`src/rtl/dma_ctrl_pkg.sv`:
```
// Shared types and constants for the rotate-job DMA sequencer.
package dma_ctrl_pkg;

  typedef enum logic [2:0] {
    StIdle,
    StRdReq,
    StRdXfer,
    StCoreRun,
    StWrReq,
    StWrXfer
  } dctl_state_e;

  localparam logic [2:0]  SIZE_WORD      = 3'b010;
  localparam int unsigned BYTES_PER_WORD = 4;

  function automatic logic [15:0] min_chunk(input logic [15:0] rem,
                                            input int unsigned max_burst);
    return (rem < 16'(max_burst)) ? rem : 16'(max_burst);
  endfunction

endpackage

```
`src/rtl/dctl_beat_cnt.sv`:
```
// Per-chunk beat counter: drives the buffer beat pointer and flags the final beat of a chunk.
module dctl_beat_cnt #(
  parameter int unsigned PTR_W = 8
) (
  input  logic             clk_i,
  input  logic             rst_i,
  input  logic             load_i,
  input  logic             inc_i,
  input  logic [PTR_W-1:0] len_i,
  output logic [PTR_W-1:0] ptr_o,
  output logic             last_o
);

  logic [PTR_W-1:0] ptr_q, ptr_d;

  always_comb begin
    ptr_d = ptr_q;
    if (load_i) begin
      ptr_d = '0;
    end else if (inc_i) begin
      ptr_d = ptr_q + PTR_W'(1);
    end
  end

  always_ff @(posedge clk_i or posedge rst_i) begin
    if (rst_i) begin
      ptr_q <= '0;
    end else begin
      ptr_q <= ptr_d;
    end
  end

  // Terminal count is decoded from the beat in flight, so it is valid in the same cycle.
  assign last_o = inc_i && ((ptr_q + PTR_W'(1)) == len_i);
  assign ptr_o  = ptr_q;

endmodule

```
`src/rtl/dma_ctrl.sv`:
```
// Rotate-job sequencer: splits a job into bursts of at most MAX_BURST words and runs
// read burst -> rotate core -> write burst for each chunk.
module dma_ctrl
  import dma_ctrl_pkg::*;
#(
  parameter int unsigned MAX_BURST = 16,
  parameter int unsigned PTR_W     = 8
) (
  input  logic             I_DCTL_HCLK,
  input  logic             I_DCTL_RESET,
  input  logic             I_DCTL_GO,
  input  logic [31:0]      I_DCTL_SRC_ADDR,
  input  logic [31:0]      I_DCTL_DST_ADDR,
  input  logic [15:0]      I_DCTL_WORDS,
  input  logic             I_DCTL_ABORT,
  input  logic             I_DCTL_BEAT,
  input  logic             I_DCTL_CORE_DONE,
  output logic             O_DCTL_DMA_START,
  output logic [31:0]      O_DCTL_DMA_ADDR,
  output logic [4:0]       O_DCTL_DMA_COUNT,
  output logic [2:0]       O_DCTL_DMA_SIZE,
  output logic             O_DCTL_DMA_WRITE,
  output logic             O_DCTL_DMA_RESET,
  output logic [PTR_W-1:0] O_DCTL_BUF_PTR,
  output logic             O_DCTL_CORE_START,
  output logic             O_DCTL_BUSY,
  output logic             O_DCTL_DONE,
  output logic             O_DCTL_ABORTED
);

  dctl_state_e state_q, state_d;
  logic [15:0] rem_q, rem_d, rem_next;
  logic [31:0] src_q, src_d;
  logic [31:0] dst_q, dst_d;
  logic [15:0] chunk_q, chunk_d, chunk_now;
  logic [31:0] addr_q, addr_d;
  logic        write_q, write_d;
  logic        done_q, done_d;
  logic        aborted_q, aborted_d;
  logic        dma_rst_q, dma_rst_d;
  logic        core_start_q, core_start_d;
  logic        cnt_load, cnt_inc, cnt_last;
  logic        in_req, in_xfer;

  assign chunk_now = min_chunk(rem_q, MAX_BURST);
  assign in_req    = (state_q == StRdReq) || (state_q == StWrReq);
  assign in_xfer   = (state_q == StRdXfer) || (state_q == StWrXfer);

  // The pointer is cleared as a REQ state is entered so it already reads 0 during REQ.
  assign cnt_load = I_DCTL_ABORT || (state_d == StRdReq) || (state_d == StWrReq);
  assign cnt_inc  = I_DCTL_BEAT && !I_DCTL_ABORT && in_xfer;

  dctl_beat_cnt #(
    .PTR_W(PTR_W)
  ) u_beat_cnt (
    .clk_i (I_DCTL_HCLK),
    .rst_i (I_DCTL_RESET),
    .load_i(cnt_load),
    .inc_i (cnt_inc),
    .len_i (PTR_W'(chunk_q)),
    .ptr_o (O_DCTL_BUF_PTR),
    .last_o(cnt_last)
  );

  always_comb begin
    state_d      = state_q;
    rem_d        = rem_q;
    src_d        = src_q;
    dst_d        = dst_q;
    chunk_d      = chunk_q;
    addr_d       = addr_q;
    write_d      = write_q;
    done_d       = 1'b0;
    aborted_d    = 1'b0;
    dma_rst_d    = 1'b0;
    core_start_d = 1'b0;
    rem_next     = rem_q - chunk_q;

    if (I_DCTL_ABORT) begin
      state_d   = StIdle;
      dma_rst_d = 1'b1;
      aborted_d = (state_q != StIdle);
    end else begin
      unique case (state_q)
        StIdle: begin
          if (I_DCTL_GO) begin
            if (I_DCTL_WORDS == 16'd0) begin
              done_d = 1'b1;
            end else begin
              rem_d   = I_DCTL_WORDS;
              src_d   = I_DCTL_SRC_ADDR;
              dst_d   = I_DCTL_DST_ADDR;
              state_d = StRdReq;
            end
          end
        end
        StRdReq: begin
          addr_d  = src_q;
          chunk_d = chunk_now;
          write_d = 1'b0;
          state_d = StRdXfer;
        end
        StRdXfer: begin
          if (cnt_last) begin
            core_start_d = 1'b1;
            state_d      = StCoreRun;
          end
        end
        StCoreRun: begin
          // A done flag overlapping the start pulse belongs to a previous run.
          if (I_DCTL_CORE_DONE && !core_start_q) begin
            state_d = StWrReq;
          end
        end
        StWrReq: begin
          addr_d  = dst_q;
          chunk_d = chunk_now;
          write_d = 1'b1;
          state_d = StWrXfer;
        end
        StWrXfer: begin
          if (cnt_last) begin
            rem_d = rem_next;
            src_d = src_q + 32'(chunk_q) * BYTES_PER_WORD;
            dst_d = dst_q + 32'(chunk_q) * BYTES_PER_WORD;
            if (rem_next == 16'd0) begin
              done_d  = 1'b1;
              state_d = StIdle;
            end else begin
              state_d = StRdReq;
            end
          end
        end
        default: state_d = StIdle;
      endcase
    end
  end

  always_ff @(posedge I_DCTL_HCLK or posedge I_DCTL_RESET) begin
    if (I_DCTL_RESET) begin
      state_q      <= StIdle;
      rem_q        <= '0;
      src_q        <= '0;
      dst_q        <= '0;
      chunk_q      <= '0;
      addr_q       <= '0;
      write_q      <= 1'b0;
      done_q       <= 1'b0;
      aborted_q    <= 1'b0;
      dma_rst_q    <= 1'b0;
      core_start_q <= 1'b0;
    end else begin
      state_q      <= state_d;
      rem_q        <= rem_d;
      src_q        <= src_d;
      dst_q        <= dst_d;
      chunk_q      <= chunk_d;
      addr_q       <= addr_d;
      write_q      <= write_d;
      done_q       <= done_d;
      aborted_q    <= aborted_d;
      dma_rst_q    <= dma_rst_d;
      core_start_q <= core_start_d;
    end
  end

  // Command fields are live during REQ and then held from the registers until the next REQ.
  always_comb begin
    O_DCTL_DMA_ADDR  = addr_q;
    O_DCTL_DMA_COUNT = chunk_q[4:0];
    O_DCTL_DMA_WRITE = write_q;
    if (state_q == StRdReq) begin
      O_DCTL_DMA_ADDR  = src_q;
      O_DCTL_DMA_COUNT = chunk_now[4:0];
      O_DCTL_DMA_WRITE = 1'b0;
    end else if (state_q == StWrReq) begin
      O_DCTL_DMA_ADDR  = dst_q;
      O_DCTL_DMA_COUNT = chunk_now[4:0];
      O_DCTL_DMA_WRITE = 1'b1;
    end
  end

  assign O_DCTL_DMA_START  = in_req;
  assign O_DCTL_DMA_SIZE   = SIZE_WORD;
  assign O_DCTL_DMA_RESET  = dma_rst_q;
  assign O_DCTL_CORE_START = core_start_q;
  assign O_DCTL_BUSY       = (state_q != StIdle);
  assign O_DCTL_DONE       = done_q;
  assign O_DCTL_ABORTED    = aborted_q;

endmodule

```
`config.mk`:
```
export PLATFORM = sky130hd
export DESIGN_NAME = dma_ctrl
export DESIGN_NICKNAME = d
export VERILOG_FILES = /design/src/rtl/dma_ctrl_pkg.sv /design/src/rtl/dctl_beat_cnt.sv /design/src/rtl/dma_ctrl.sv
export SDC_FILE = /design/constraint.sdc
export NUM_CORES = 1
export LEC_CHECK = 0
export ABC_AREA = 1
export CAP_MARGIN = 20
export CORE_ASPECT_RATIO = 0.7
export CORE_MARGIN = 10
export CORE_UTILIZATION = 51
export DETAILED_ROUTE_END_ITERATION = 10
export PLACE_DENSITY_LB_ADDON = 0.1
export SLEW_MARGIN = 25
export SYNTH_ARGS = -nofsm -noshare
export SYNTH_HDL_FRONTEND = slang
export SYNTH_SLANG_ARGS = --single-unit
```
`constraint.sdc`:
```
create_clock -name I_DCTL_HCLK -period 4.35 [get_ports I_DCTL_HCLK]
set_input_delay 0.87 -clock I_DCTL_HCLK [delete_from_list [all_inputs] [get_ports I_DCTL_HCLK]]
set_output_delay 0.87 -clock I_DCTL_HCLK [all_outputs]
set_load 0.03 [all_outputs]
```
Word-level counts from Yosys, hierarchy flattened
Index checks and enable logic that the tools add are counted.
- add/sub/neg operators: 4
- $lt $le $gt $ge: 1
- eq/ne operators: 11
- muxes and demuxes: 42
- bitwise operators: 1
- reductions and logical operators: 21
- operators by type and width (operator ; count):
    32-bit 2-to-1 mux ; 8
    32-bit case mux with 2 select lines ; 3
    32-bit by 18-bit adder with 32-bit output ; 2
    16-bit 2-to-1 mux ; 4
    16-bit logical NOT ; 2
    16-bit case mux with 2 select lines ; 1
    3-bit 2-to-1 mux ; 6
    3-bit case mux with 6 select lines ; 1
    16-bit by 5-bit < comparator with 1-bit output (second input constant) ; 1
    8-bit 2-to-1 mux ; 2
    16-bit subtractor ; 1
    1-bit 2-to-1 mux ; 13
    5-bit 2-to-1 mux ; 2
    3-bit == test (second input constant) ; 3
    8-bit by 1-bit adder with 8-bit output (second input constant) ; 1
    8-bit == test ; 1
    3-bit by 1-bit == test with 1-bit output (second input constant) ; 2
    3-bit by 2-bit == test with 1-bit output (second input constant) ; 2
    2-bit != test (second input constant) ; 3
    2-bit nonzero test ; 3
    5-bit AND reduction ; 1
    1-bit logical AND ; 4
    1-bit logical OR ; 4
    1-bit case mux with 2 select lines ; 2
    6 further kinds ; 8
- output and inout port bits: 55
- bits of input ports: 86
- bits in registers: 144

Logic depth before layout (Yosys ltp)
Gate-level depths: netlist of run 1.
- word-level depth: 11
- gate-level depth with buffers: 23
- depth with buffers taken out: 22

Modules after synthesis
A second synthesis of run 1 with hierarchy kept.
- cells, all modules: 1563
- area total of the unflattened synthesis: 10598.9 sq um
- by module, submodules not included (module ; area each (sq um) ; times used ; cells each):
    dma_ctrl ; 9995.8 ; 1 ; 1470
    dctl_beat_cnt ; 603.1 ; 1 ; 93

Least setup slack after synthesis of run 1
Ideal clock, no wire load.
- kind: register -> output
- from: register state_q[1]
- to: output O_DCTL_DMA_COUNT[0]
- data arrival time: 2086 ps
- path slack: 1394 ps
- cell stages (with the launch flop): 8
- cell sequence: dfrtp_1 -> inv_2 -> nand2_1 -> nor2_1 -> clkinv_1 -> nand2_1 -> clkbuf_1 -> o21ai_0
- longest elaborated chain between the ends: 3
- elaborated cells between the ends (all ways): 4
- classes of those cells: eq/ne: 2; mux: 2
- ends and longest elaborated chain (element ; RTL line ; text):
    from (decl) ; dma_ctrl.sv:31 ; dctl_state_e state_q, state_d;
    from (signal assigned) ; dma_ctrl.sv:141 ; state_q <= StIdle;
    from (signal assigned) ; dma_ctrl.sv:153 ; state_q <= state_d;
    3-bit == test ; dma_ctrl.sv:176 ; end else if (state_q == StWrReq) begin
    5-bit 2-to-1 mux ; dma_ctrl.sv:176 ;
    5-bit 2-to-1 mux * ; dma_ctrl.sv:172 ; if (state_q == StRdReq) begin
    to (decl) ; dma_ctrl.sv:20 ; output logic [4:0] O_DCTL_DMA_COUNT,
Mark *: on every way between the ends. The rest lies on a longest branch, timed or not.

Final worst setup path of run 1
- from: register state_q[0]
- to: output O_DCTL_DMA_ADDR[19]
- longest elaborated chain between the ends: 3
- elaborated cells between the ends (all ways): 4
- classes of those cells: eq/ne: 2; mux: 2
- ends and longest elaborated chain (element ; RTL line ; text):
    3-bit == test ; dma_ctrl.sv:176 ;
    32-bit 2-to-1 mux ; dma_ctrl.sv:176 ;
    32-bit 2-to-1 mux * ; dma_ctrl.sv:172 ;
    to (decl) ; dma_ctrl.sv:19 ; output logic [31:0] O_DCTL_DMA_ADDR,
Marked as above.

==> metrics.md, run 1 <==
| Metric | Value |
|---|---|
| Status | finished, final reports clean |
| CP Class | flip-flop to primary output |
| Initial core utilization | 0.5144 |
| Resize count post-CTS | 0 |
| DIE WIDTH | 192.2 microns |
| Worst-path cell chain | inv_1 > nor2_1 > inv_1 > nor2_1 > inv_1 > nand2_1 > inv_4 > nand2_1 > o211ai_1 > clkdlybuf4s50_1 |
| Register area share after synthesis | 0.3402 |
| Vias in the first global route | between 10000 and 15000 |
| Post-Syn Instances | about 1600 |
| Antenna violations before repair | 0 |
| Final #Nets | around 1800 |
| Leak | between 0.006 and 0.007 uW |
| Combinational share of power | 0.459 |
| Clock buffer depth | 2 |
| Diodes inserted | 0 |
| Cell type with the largest total area after synthesis | dfrtp_1 |
| Synth Warn # | 0 |
| Routed vias | around 11000 |
| Top_reg_cell synth | dfrtp_1 |
| Post-DRT Antenna Nets | 0 |
| Buf+Inv Stages, Crit Path | 5 |
| Syn avg cell area | around 6.8 sq um |
| Clock power share | 0.223 |
| Startpoint types | flip-flop |
| Max Cap Viol | 0 |
| Pin count of the biggest net entering global routing | roughly 110 |
| Filler instances | a little under 2000 |
| Number of remaining DRC errors | 0 |
| Top cell types by occurrence after synthesis | 453 x nand2_1, 170 x inv_1, 151 x nor2_1, 144 x dfrtp_1, 120 x o21ai_0 |
| Max_slew headroom | 0.4399 |
| Post-CTS Hold Buffers | 0 |
| Highest clock rate | between 0.2 and 0.3 GHz |
| R2R depth | 15 |
| Worst slew pin tran | roughly 0.84 ns |
| Post-synth EDFFs | 0 |
| TritonCTS clock tree | done |
| GPL Wtd Cong | approximately 0.96 |
| PnR worst setup slack | ~0.41 ns |
| WL final | between 30000 and 40000 microns |
| RR Endpoint | dst_q[30] |
| Hold path start | dst_q[0] |
| Switch share | 0.4333 |
| Final setup fails | 0 |
| Rows | 44 |
| Fin. max-slew vios | 0 |
| Synth Cell Area | roughly 0.011 sq mm |
| Die Area | 0.02702 sq mm |
| Minimum clock period after layout | between 3 and 4 ns |
| Arrival @ worst endpoint | roughly 3.1 ns |
| Initial drt markers | between 1000 and 1500 |
| H-tree Lvls | 4 |
| Worst-Skew Late Latency | approximately 0.44 ns |
| Most used cell, CP | inv_1 |
| CP Data Required Time | between 3 and 4 ns |
| IR Drop Worst-Case VDD | about 360 uV |
| Tot GR Track Use | 0.2578 |
| Clk_skew | roughly 0.015 ns |
| Synthesis-stage register bit count | ~140 |
| Register share of total power | 0.317 |
| Async S/R FF share, synth | 1.000 |
| Synth top area cells | dfrtp_1 34%, nand2_1 16%, inv_1 6.0%, ha_1 5.7%, o21ai_0 5.7% |
| Average wire per standard cell | 17.66 microns |
| Final Hold Viols | 0 |
| Hold crit path type | flip-flop to flip-flop |
| Area Growth Syn to Fin | 19.87% |
| Power Dens Cells | between 500 and 600 mW/mm^2 |
| Crit path max-delay cell type | clkdlybuf4s50_1 |
| Clock-pin transition on the worst setup and hold timing paths | approximately 0.060 ns |
| Synth unique cells | 48 |
| Total grt overflow | 0 |
| Worst R2R Setup Slack | about 0.9 ns |
| Stages on worst setup path | 10 |
| CTS Sinks | around 140 |
| Int Pwr | between 3000 and 4000 uW |
| RR Startpoint | chunk_q[1] |
| Die Ht | 140.6 microns |
| Maximum fanout along the worst path | 34 |
| DRT Pass-1 Iters | 5 |
| Top-count cell post-synth | nand2_1 |
| First-pass GRT wire length | ~56000 microns |
| Io pins | 141 |
| Part of the cycle the worst path needs | 0.9048 |
| Setup bufs post-CTS | 0 |
| Hold path depth | 2 |
| DP Wirelength | between 20000 and 30000 microns |
| Crit end category | primary output |
| Post-synth top area share | 0.3402 |
| Worst slack, placed | ~0.76 ns |
| Psw | ~2800 uW |
| Hold EP | dst_q[0] |
| Layout cells sized above 1 | 0.06265 |
| Clock Tree Root | clkbuf_16 |
| CP delay by family, top | buffers and inverters |
| Port Buffers | around 140 |
| Slowest stage delay, CP | 0.62 ns |
| Fin Setup TNS | 0 ns |
| RSZ-0062 raised after global routing | false |
| Vias per cell | 5.564 |
| Total core area | a little over 0.02 sq mm |
| Setup crit start | state_q[0] |
| CTS Buf Count | 17 |
-- state kept, by name, summed over array words and instances (netlist names) --
register,flops
addr_q,32
write_q,1
O_DCTL_ABORTED,1
dst_q,32
rem_q,16
src_q,32
O_DCTL_CORE_START,1
u_beat_cnt.ptr_o,8
O_DCTL_DONE,1
O_DCTL_DMA_RESET,1
chunk_q,16
state_q,3
-- worst max path at each step --
stage | slack, ns | end
floorplan | 1.39 | O_DCTL_DMA_COUNT[0]
global placement | 0.91 | O_DCTL_DMA_ADDR[19]
detailed placement | 0.76 | O_DCTL_DMA_ADDR[19]
CTS | 0.29 | O_DCTL_DMA_ADDR[19]
global route | 0.09 | O_DCTL_DMA_ADDR[19]
finish | 0.41 | O_DCTL_DMA_ADDR[19]
-- per-stage QoR --
step	hold slack, ns	total power, uW	cell area [sq um]	instances	util
after floorplan	0.4534	4133	10600	1554	-
after global placement	0.4662	4994	12120	1921	0.5887
after detailed placement	0.4742	5049	12120	1921	0.5887
after CTS	0.4892	6514	12690	1952	0.6165
after global routing	0.5596	7025	12700	1952	0.6166
final	0.4843	6542	12700	1952	0.6166
-- worst register-to-register path: stages, from the launching register on --
cell,delay (ns)
dfrtp_1,0.53
inv_1,0.25
fa_1,0.48
inv_1,0.07
nand2_1,0.04
o21ai_0,0.25
a21oi_1,0.20
o21ai_0,0.41
nand2_1,0.10
nand2_1,0.12
inv_1,0.07
nor2_1,0.27
nand3_1,0.15
xor2_1,0.16
nor2_1,0.10
o22ai_1,0.08
-- cell families (layout without fill, tap and decap cells) --
| family | after synthesis | after routing | share of synthesized area |
|---|---|---|---|
| multiplexers | 1 | 1 | 0.001063 |
| buffers and inverters | 238 | 360 | 0.09203 |
| adder cells (fa/ha/maj) | 51 | 51 | 0.06238 |
| AND/OR/NAND/NOR | 760 | 760 | 0.2976 |
| flip-flops | 144 | 144 | 0.3402 |
| other | 2 | 3 | 0.0007091 |
| XOR/XNOR | 25 | 25 | 0.02067 |
| AO/OA/AOI/OAI | 332 | 332 | 0.1854 |
-- layer usage --
| layer | wire length, microns | track usage | up-vias |
|---|---|---|---|
| met5 | 0 | 0 | - |
| met4 | 248 | 0.04801 | 0 |
| met3 | 3358 | 0.06456 | 19 |
| met2 | 13930 | 0.3594 | 476 |
| met1 | 16940 | 0.3913 | 4991 |
| li1 | - | - | 5374 |
-- power by group through the flow --
| stage | Combinational [uW] | Clock, uW | Sequential [uW] |
|---|---|---|---|
| floorplan | 2150 | 0 | 1980 |
| global route | 3370 | 1530 | 2130 |
| global placement | 2910 | 0 | 2080 |
| detailed placement | 2970 | 0 | 2080 |
| finish | 3000 | 1460 | 2080 |
| CTS | 2980 | 1470 | 2070 |
-- cell type report --
class	instances	area (sq um)	share of cell area
inverters	177	670.6	0.05282
flip-flops and latches	144	3603	0.2838
multi-input cells	1172	6027	0.4747
repair buffers	152	1476	0.1163
well taps	276	345.3	0.02720
clock buffers	22	464.2	0.03656
clock inverters	9	108.9	0.008574
-- layout by cell type (no fill, tap or decap), types with 6 or more instances in the layout --
master           synthesis  layout
or2_2                   14      14
nand2_1                453     453
o21ai_1                 19      19
nand3b_1                 7       7
nor4_1                   6       6
a21oi_1                 59      59
a31oi_1                 34      34
o31ai_1                  8       8
nor2_1                 151     149
nor3_1                  24      24
nand3_1                 66      66
clkbuf_16                0      17
xor2_1                  22      22
o211ai_1                41      41
buf_4                    8      34
nand4_1                 24      24
ha_1                    48      48
inv_1                  170     168
o22ai_1                 22      22
o21ai_0                120     120
dfrtp_1                144     144
clkdlybuf4s50_1          0     114
(Power assumes the default switching activity.)
==> run 2, diff against run 1 <==
- CORE_MARGIN: 10 -> 3
==> run 2 against run 1 <==
Compared with the run above:
- first-iteration DRC count up 4.0%
- die area decreased by 17%
- sequential power hardly changed
- wire length decreased by 2.1%
- largest cell class unchanged
- global-route usage grew 4.5 points
- power increased by 3.5%
- non-clock buffer count unchanged
- worst setup slack lost 0.058 ns
- clock power rose by 14%
==> metrics.md, run 2 (synthesized netlist as in run 1, its figures left out) <==
| Metric | Value |
|---|---|
| Initial drt markers | about 1200 |
| Met3 Use GR | 0.06254 |
| Fin. max-slew vios | 0 |
| GR Layer Usage met1 | 0.4828 |
| Post-DRT Antenna Nets | 0 |
| Layout cells sized above 1 | 0.06265 |
| IR Drop Worst-Case VDD | a little over 300 uV |
| GPL Wtd Cong | slightly above 0.9 |
| Clk_skew | between 0.007 and 0.008 ns |
| Pin count of the biggest net entering global routing | approximately 150 |
| Worst-path cell chain | inv_1 > nor2_1 > inv_1 > nor2_1 > inv_1 > nand2_1 > inv_2 > nand2_1 > o211ai_1 > clkdlybuf4s50_1 |
| Die Ht | between 100 and 150 microns |
| Tot GR Track Use | 0.3026 |
| First-pass GRT wire length | roughly 54000 microns |
| Routed vias | 11080 |
| Rows | 43 |
| H-tree Lvls | 4 |
| Minimum clock period after layout | about 4.0 ns |
| Gr busiest metal | met1 |
| Initial core utilization | 0.5278 |
| Total grt overflow | 0 |
| Crit path max-delay cell type | clkdlybuf4s50_1 |
| Arrival @ worst endpoint | about 3.1 ns |
| Die Area | 0.02256 sq mm |
| CP delay by family, top | buffers and inverters |
| Post-CTS Hold Buffers | 0 |
| Maximum fanout along the worst path | 34 |
| Worst-Skew Late Latency | between 0.4 and 0.5 ns |
| CP Class | flip-flop to primary output |
| Fin Setup TNS | 0 ns |
| Clock Tree Root | clkbuf_16 |
| DP Wirelength | around 24000 microns |
| Hold crit path type | flip-flop to flip-flop |
| Antenna violations before repair | 0 |
| Total core area | ~0.020 sq mm |
| TritonCTS clock tree | done |
| Final setup fails | 0 |
| WL final | 33760 microns |
| Met2 usage | 0.4170 |
| Filler instances | 1786 |
| Clock-pin transition on the worst setup and hold timing paths | 0.06 ns |
| Area Growth Syn to Fin | 20.33% |
| Final Hold Viols | 0 |
| Buf+Inv Stages, Crit Path | 5 |
| Leading registers by flop count | addr_q: 32 flops, dst_q: 32 flops, src_q: 32 flops |
| Most frequent cells in the layout | 453 x nand2_1, 168 x inv_1, 149 x nor2_1, 144 x dfrtp_1, 120 x o21ai_0 |
| Number of remaining DRC errors | 0 |
| Most common cell after layout, fill and taps aside | nand2_1 |
| Io pins | around 140 |
| Final #Nets | about 1800 |
| Setup bufs post-CTS | 0 |
| DIE WIDTH | about 180 microns |
| Startpoint types | flip-flop |
| CTS Sinks | approximately 140 |
| Leak | slightly above 0.006 uW |
| Most used cell, CP | inv_1 |
| CTS Buf Count | 17 |
| Diodes inserted | 0 |
| Status | finished, final reports clean |
| Slowest stage delay, CP | about 0.70 ns |
| Resize count post-CTS | 0 |
| CP Data Required Time | 3.48 ns |
| Clock buffer depth | 2 |
| RSZ-0062 raised after global routing | false |
| Power Dens Cells | ~530 mW/mm^2 |
| Multi-input logic area | roughly 0.0060 sq mm |
| Part of the cycle the worst path needs | 0.9181 |
| Vias in the first global route | approximately 10000 |
| Max_slew headroom | 0.2950 |
| Max Cap Viol | 0 |
| Highest clock rate | approximately 0.25 GHz |
| DRT Pass-1 Iters | 6 |
| Average wire per standard cell | around 17 microns |
| Worst slack, placed | 0.8776 ns |
| Crit end category | primary output |
| Port Buffers | between 100 and 150 |
| PnR worst setup slack | about 0.36 ns |
| Vias per cell | ~5.7 |
| Seq. cell area | around 0.0036 sq mm |
| Worst slew pin tran | between 1 and 1.5 ns |
run 2: cell types whose count changed in the layout (fill, tap and decap cells not counted), sizes merged:
cell	change
bufinv	+3
clkinvlp	-3
buf	-1
clkdlybuf4s50	+1
clkinv	+1
inv	-1
run 2: worst min-delay path: cells and delay by family, from the launching register on:
family,cells,cell delay [ns]
DFF,1,0.34
AOI/OAI and AO/OA,1,0.06
and+or+nand+nor,1,0.05
run 2: path summary, 6_finish.rpt:
path                               from                  end  slack [ns]  depth (start not counted)
max                          state_q[0]  O_DCTL_DMA_ADDR[22]        0.36                         10
min                            dst_q[1]             dst_q[1]        0.49                          2
max reg2reg                  chunk_q[0]            dst_q[30]        0.75                         16
min reg2reg                    dst_q[1]             dst_q[1]        0.49                          2
max in group asynchronous  I_DCTL_RESET            dst_q[23]        2.56                          3
min in group asynchronous  I_DCTL_RESET            rem_q[10]        0.86                          3
run 2: power breakdown:
part	switching (uW)	total (uW)	internal [uW]	leakage (uW)
Clock	597	1660	1060	0.000316
Combinational	1920	3020	1100	0.00398
Sequential	353	2090	1730	0.00177
Total	2870	6770	3900	0.00607
run 2: per-stage QoR:
step	hold slack, ns	utilization	instances	total power, uW	cell area (sq um)
detailed placement	0.4733	0.6025	1915	5049	12090
floorplan	0.4534	-	1554	4133	10600
CTS	0.4886	0.6351	1946	6732	12740
global route	0.5342	0.6351	1946	7214	12740
global placement	0.4682	0.6025	1915	4999	12090
finish	0.4892	0.6351	1946	6770	12740
run 2: metal layers:
metal / routed length [microns] / share of wire
met4: 430 / 0.013
met2: 13390 / 0.40
met3: 3444 / 0.10
met5: 0 / 0
met1: 16500 / 0.49
run 2: area by class of cell:
class | count | area share
clock buffer | 22 | 0.03721
clock inverter | 9 | 0.01414
inverter | 177 | 0.05243
multi-input combinational | 1172 | 0.4729
sequential | 144 | 0.2827
tap | 270 | 0.02651
timing repair buffer | 152 | 0.1141
==> RTL edit 1 (flow settings as in run 1) <==
Register the outputs `O_DCTL_DMA_START` and `O_DCTL_BUSY`; this adds one clock of latency there. The other outputs are not delayed to match.
--- a/src/rtl/dma_ctrl.sv
+++ b/src/rtl/dma_ctrl.sv
@@ -180,11 +180,13 @@
     end
   end
 
-  assign O_DCTL_DMA_START  = in_req;
   assign O_DCTL_DMA_SIZE   = SIZE_WORD;
   assign O_DCTL_DMA_RESET  = dma_rst_q;
   assign O_DCTL_CORE_START = core_start_q;
-  assign O_DCTL_BUSY       = (state_q != StIdle);
+  always_ff @(posedge I_DCTL_HCLK) begin
+    O_DCTL_DMA_START <= in_req;
+    O_DCTL_BUSY      <= (state_q != StIdle);
+  end
   assign O_DCTL_DONE       = done_q;
   assign O_DCTL_ABORTED    = aborted_q;
 
Function: changed (a bounded check fails within 4 cycles, from zero or initial values and one cycle with I_DCTL_RESET high).
==> RTL edit 1 against run 1 <==
- power rose by 2.4%
- die area rose by 0.33%
- maximum frequency rose by 0.57%
- synthesized area rose by 0.38%
- setup slack improved by 0.022 ns
- routed wire length rose by 0.57%
- cell area rose by 0.53%
- worst hold slack improved by 0.0051 ns
- sequential cell count rose by 2
==> RTL edit 1: results (changes against run 1) <==
- Reg2Reg Launch Point: chunk_q[0]
- Number of global-route vias before repair: 10.2k (-0.63%)
- NonClk Buf Share: 0.114 (-0.00179)
- Synth cell types: 49 (+2.1%)
- Critical path arrival: 3.04 ns (-0.03 ns)
- Routed wl met3: 3370 um (+0.33%)
- Min-delay src: dst_q[1]
- Final GP Congestion: 0.924 (-3.8%)
- Worst Hold Path EP: dst_q[1]
- Total vias in the final route: 11.0k (+1.2%)
- Status: finished, final reports clean
- Worst r2r path cells: 16 (+1)
- Die X: 193 um (+0.17%)
- CLK BUF: 19 (-14%)
- Sw Ratio: 0.434 (+0.000996)
- Leak: 6.07 nW (+0.81%)
- First-pass GRT wire length: 55,600 um (+0.22%)
- Skew final: 0.0132 ns (-0.00202 ns)
- Slowest stage delay, CP: 0.70 ns (+0.08 ns)
- Via/cell ratio: 5.63 (+1.1%)
- FMAX: 0.256 GHz (+0.57%)
- Synth async-reset ratio: 0.986 (-0.0137)
- Met2 WL: 14,100 um (+1.3%)
- Clock sink count: 146 (+1.4%)
- Fillers: 1,925 (-0.62%)
- Maximum VDD drop: 0.290 mV (-19%)
- Met3 GRT Util: 0.0712 (+0.00665)
- Register area share after synthesis: 0.343 (+0.00248)
- M1 wire length: 16,800 um (-0.67%)
- Final clock-cell share: 0.0484 (+0.00329)
- Non-clock buffer count: 150 (-1.3%)
- GR Util All Layers: 0.257 (-0.00126)
- Placed Area: 0.0121 mm^2 (+0.21%)
- Drt wl/cell: 17.8 um (+0.52%)
- Syn avg cell area: 6.84 um^2 (+0.25%)
- DP HPWL: 25,500 um (about the same)
-- RTL edit 1: logic make-up after synthesis --
kind of cell / after synthesis / synth area share
flip-flops: 146 / 0.343
AND/OR/NAND/NOR: 760 / 0.296
XOR/XNOR: 25 / 0.0206
other: 2 / 0.000706
AO/OA/AOI/OAI: 332 / 0.185
multiplexers: 1 / 0.00106
buffers and inverters: 238 / 0.0917
adder cells (fa/ha/maj): 51 / 0.0621
-- RTL edit 1: power groups by stage --
| stage | combinational, W | sequential (W) | clock [W] |
|---|---|---|---|
| after floorplan | 0.00214 | 0.00201 | 0 |
| after global placement | 0.00292 | 0.00210 | 0 |
| after detailed placement | 0.00298 | 0.00211 | 0 |
| after CTS | 0.00299 | 0.00209 | 0.00158 |
| after global routing | 0.00337 | 0.00216 | 0.00165 |
| final | 0.00302 | 0.00211 | 0.00158 |
-- RTL edit 1: worst min-delay path, stage by stage, from the launching register on --
cell	delay, ns
dfrtp_1	0.35
nand2_1	0.05
o21ai_0	0.06
==> RTL edit 2 (config.mk and constraints of run 1) <==
Without the edit above. `PTR_W` is set to 8 in 2 places; all go to 9.
--- a/src/rtl/dctl_beat_cnt.sv
+++ b/src/rtl/dctl_beat_cnt.sv
@@ -1,6 +1,6 @@
 // Per-chunk beat counter: drives the buffer beat pointer and flags the final beat of a chunk.
 module dctl_beat_cnt #(
-  parameter int unsigned PTR_W = 8
+  parameter int unsigned PTR_W = 9
 ) (
   input  logic             clk_i,
   input  logic             rst_i,
--- a/src/rtl/dma_ctrl.sv
+++ b/src/rtl/dma_ctrl.sv
@@ -4,7 +4,7 @@
   import dma_ctrl_pkg::*;
 #(
   parameter int unsigned MAX_BURST = 16,
-  parameter int unsigned PTR_W     = 8
+  parameter int unsigned PTR_W     = 9
 ) (
   input  logic             I_DCTL_HCLK,
   input  logic             I_DCTL_RESET,
Interface: changed (resized O_DCTL_BUF_PTR); port bits go from 141 to 142. The function was not compared with the original's and may differ.
==> RTL edit 2 against run 1 <==
- cell area is 1.1% higher
- synthesized area about the same
- via count is 2.6% higher
- routed wire length rose by 2.7%
- count of clock-buffer cells in the layout fell by 4
- power grew 2.9%
- critical path depth is 1 lower
- sequential cell count rose by 1
- setup slack lost 0.035 ns
- cell count shrank 0.61%
- worst hold slack improved by 0.015 ns
- largest power group unchanged
- critical endpoint is now O_DCTL_DMA_ADDR[27]
- die area hardly changed
- global-route usage rose by 0.11 points
==> RTL edit 2: results (changes against run 1) <==
- Status: finished, final reports clean
- Grt met2 use: 0.346 (-0.0139)
- Critical path arrival: 3.10 ns (+0.03 ns)
- Final GP Congestion: 0.949 (-1.2%)
- GR Util All Layers: 0.259 (+0.00110)
- CTS H-tree depth: 4 (unchanged)
- First-pass GRT wire length: 56,200 um (+1.2%)
- Syn. warnings: 0 (unchanged)
- Skew final: 0.0118 ns (-0.00340 ns)
- Initial DRC Count: 1,224 (+4.8%)
- Met2 WL: 14,100 um (+1.4%)
- DP HPWL: 26,000 um (+1.8%)
- Leak: 6.06 nW (+0.51%)
- Most used DFF post-synth: dfrtp_1
- Area contributors post-synth: dfrtp_1 34%, nand2_1 15%, o21ai_0 6.9%
- First-pass iteration count of the detailed router: 6 (+1)
- Post-synth top cells: 425 x nand2_1, 170 x inv_1, 157 x nor2_1
- Fillers: 1,834 (-5.3%)
- M1 GR Usage: 0.403 (+0.0115)
- Buffer count from post-CTS setup fixing: 0 (unchanged)
- Antenna violations before repair: 1 (+1)
- Sw Ratio: 0.443 (+0.00935)
- Worst r2r path cells: 14 (-1)
- Total CTS buffers: 17 (unchanged)
- Layout cells sized above 1: 0.0485 (-0.0141)
- Post-Place Setup Slack: 0.773 ns (+0.0134 ns)
- WL final: 35,400 um (+2.7%)
- Met3 GRT Util: 0.0650 (+0.000416)
- Critical-path top delay cell: clkdlybuf4s50_1
- Top routing layer used: met5
- Register area share after synthesis: 0.343 (+0.00248)
- Largest net degree at the start of global routing: 128 (+21%)
- # nets final: 1,795 (-0.33%)
- Setup_tns: 0 ns (unchanged)
- Synth cell types: 45 (-6.3%)
- M1 wire length: 17,200 um (+1.3%)
- Routed wl met3: 3690 um (+10%)
- Maximum VDD drop: 0.364 mV (+1.0%)
- Total vias in the final route: 11.1k (+2.6%)
- Number of global-route vias before repair: 10.1k (-1.4%)
- Port Buffers: 138 (+0.73%)
- Worst-Margin Slew: 0.916 ns (+0.0775 ns)
## RTL edit 2: cell types whose count changed in the layout (fill, tap and decap cells not counted), sizes merged, moves of 4 or more
| cell | delta |
|---|---|
| nand3 | +12 |
| clkdlybuf4s50 | +12 |
| nor3 | -7 |
| or2 | -7 |
| o21ai | +22 |
| xnor2 | +6 |
| nand4 | +4 |
| clkbuf | -4 |
| nand2 | -27 |
| o22ai | -6 |
| o31ai | -7 |
| buf | -14 |
## RTL edit 2: metrics by stage
| step | std cells | hold slack (ns) | cell area [um^2] | utilization | power (W) |
|---|---|---|---|---|---|
| final | 1940 | 0.499 | 12800 | 0.638 | 0.00673 |
| after global routing | 1940 | 0.534 | 12800 | 0.638 | 0.00719 |
| after CTS | 1940 | 0.496 | 12800 | 0.638 | 0.00670 |
| after detailed placement | 1909 | 0.480 | 12300 | 0.610 | 0.00529 |
| after global placement | 1909 | 0.474 | 12300 | 0.610 | 0.00523 |
| after floorplan | 1553 | 0.459 | 10600 | - | 0.00414 |
## RTL edit 2: cell families after synthesis
| logic type | Yosys count | share of synthesized area |
|---|---|---|
| flops | 145 | 0.343 |
| xor+xnor | 33 | 0.0273 |
| other cells | 2 | 0.000709 |
| compound gates | 342 | 0.186 |
| simple gates | 739 | 0.291 |
| buf+inv | 240 | 0.0902 |
| fa+ha+maj | 51 | 0.0624 |
## RTL edit 2: worst paths after layout
kind / from / end / slack, ns
hold / removal: dst_q[1] / dst_q[1] / 0.50
max in group asynchronous: I_DCTL_RESET / src_q[4] / 2.45
setup reg to reg: chunk_q[0] / dst_q[24] / 0.78
setup / recovery: state_q[2] / O_DCTL_DMA_ADDR[27] / 0.38
hold reg to reg: dst_q[1] / dst_q[1] / 0.50
min in group asynchronous: I_DCTL_RESET / src_q[25] / 0.95
## RTL edit 2: layout make-up
class,instances,area share
multi-input combinational,1168,0.469
clock inverter,13,0.00839
clock buffer,18,0.0342
sequential,145,0.283
tap,270,0.0263
inverter,176,0.0520
timing repair buffer,150,0.127
## RTL edit 2: worst register-to-register path, cell delays in order, from the launching register on
cell,delay [ns]
dfrtp_1,0.54
ha_1,0.30
inv_1,0.11
fa_1,0.41
inv_1,0.07
nand2_1,0.04
o21ai_0,0.30
a21oi_1,0.23
o21ai_0,0.47
a21oi_1,0.25
nor2_1,0.24
nand4_1,0.17
o21ai_0,0.18
a21oi_1,0.06
o21ai_1,0.11
## RTL edit 2: power groups by stage
stage	sequential, W	combinational [W]	clock, W
finish	0.00211	0.00322	0.00141
global route	0.00215	0.00357	0.00147
CTS	0.00209	0.00319	0.00141
detailed placement	0.00211	0.00317	0
global placement	0.00211	0.00312	0
floorplan	0.00200	0.00214	0
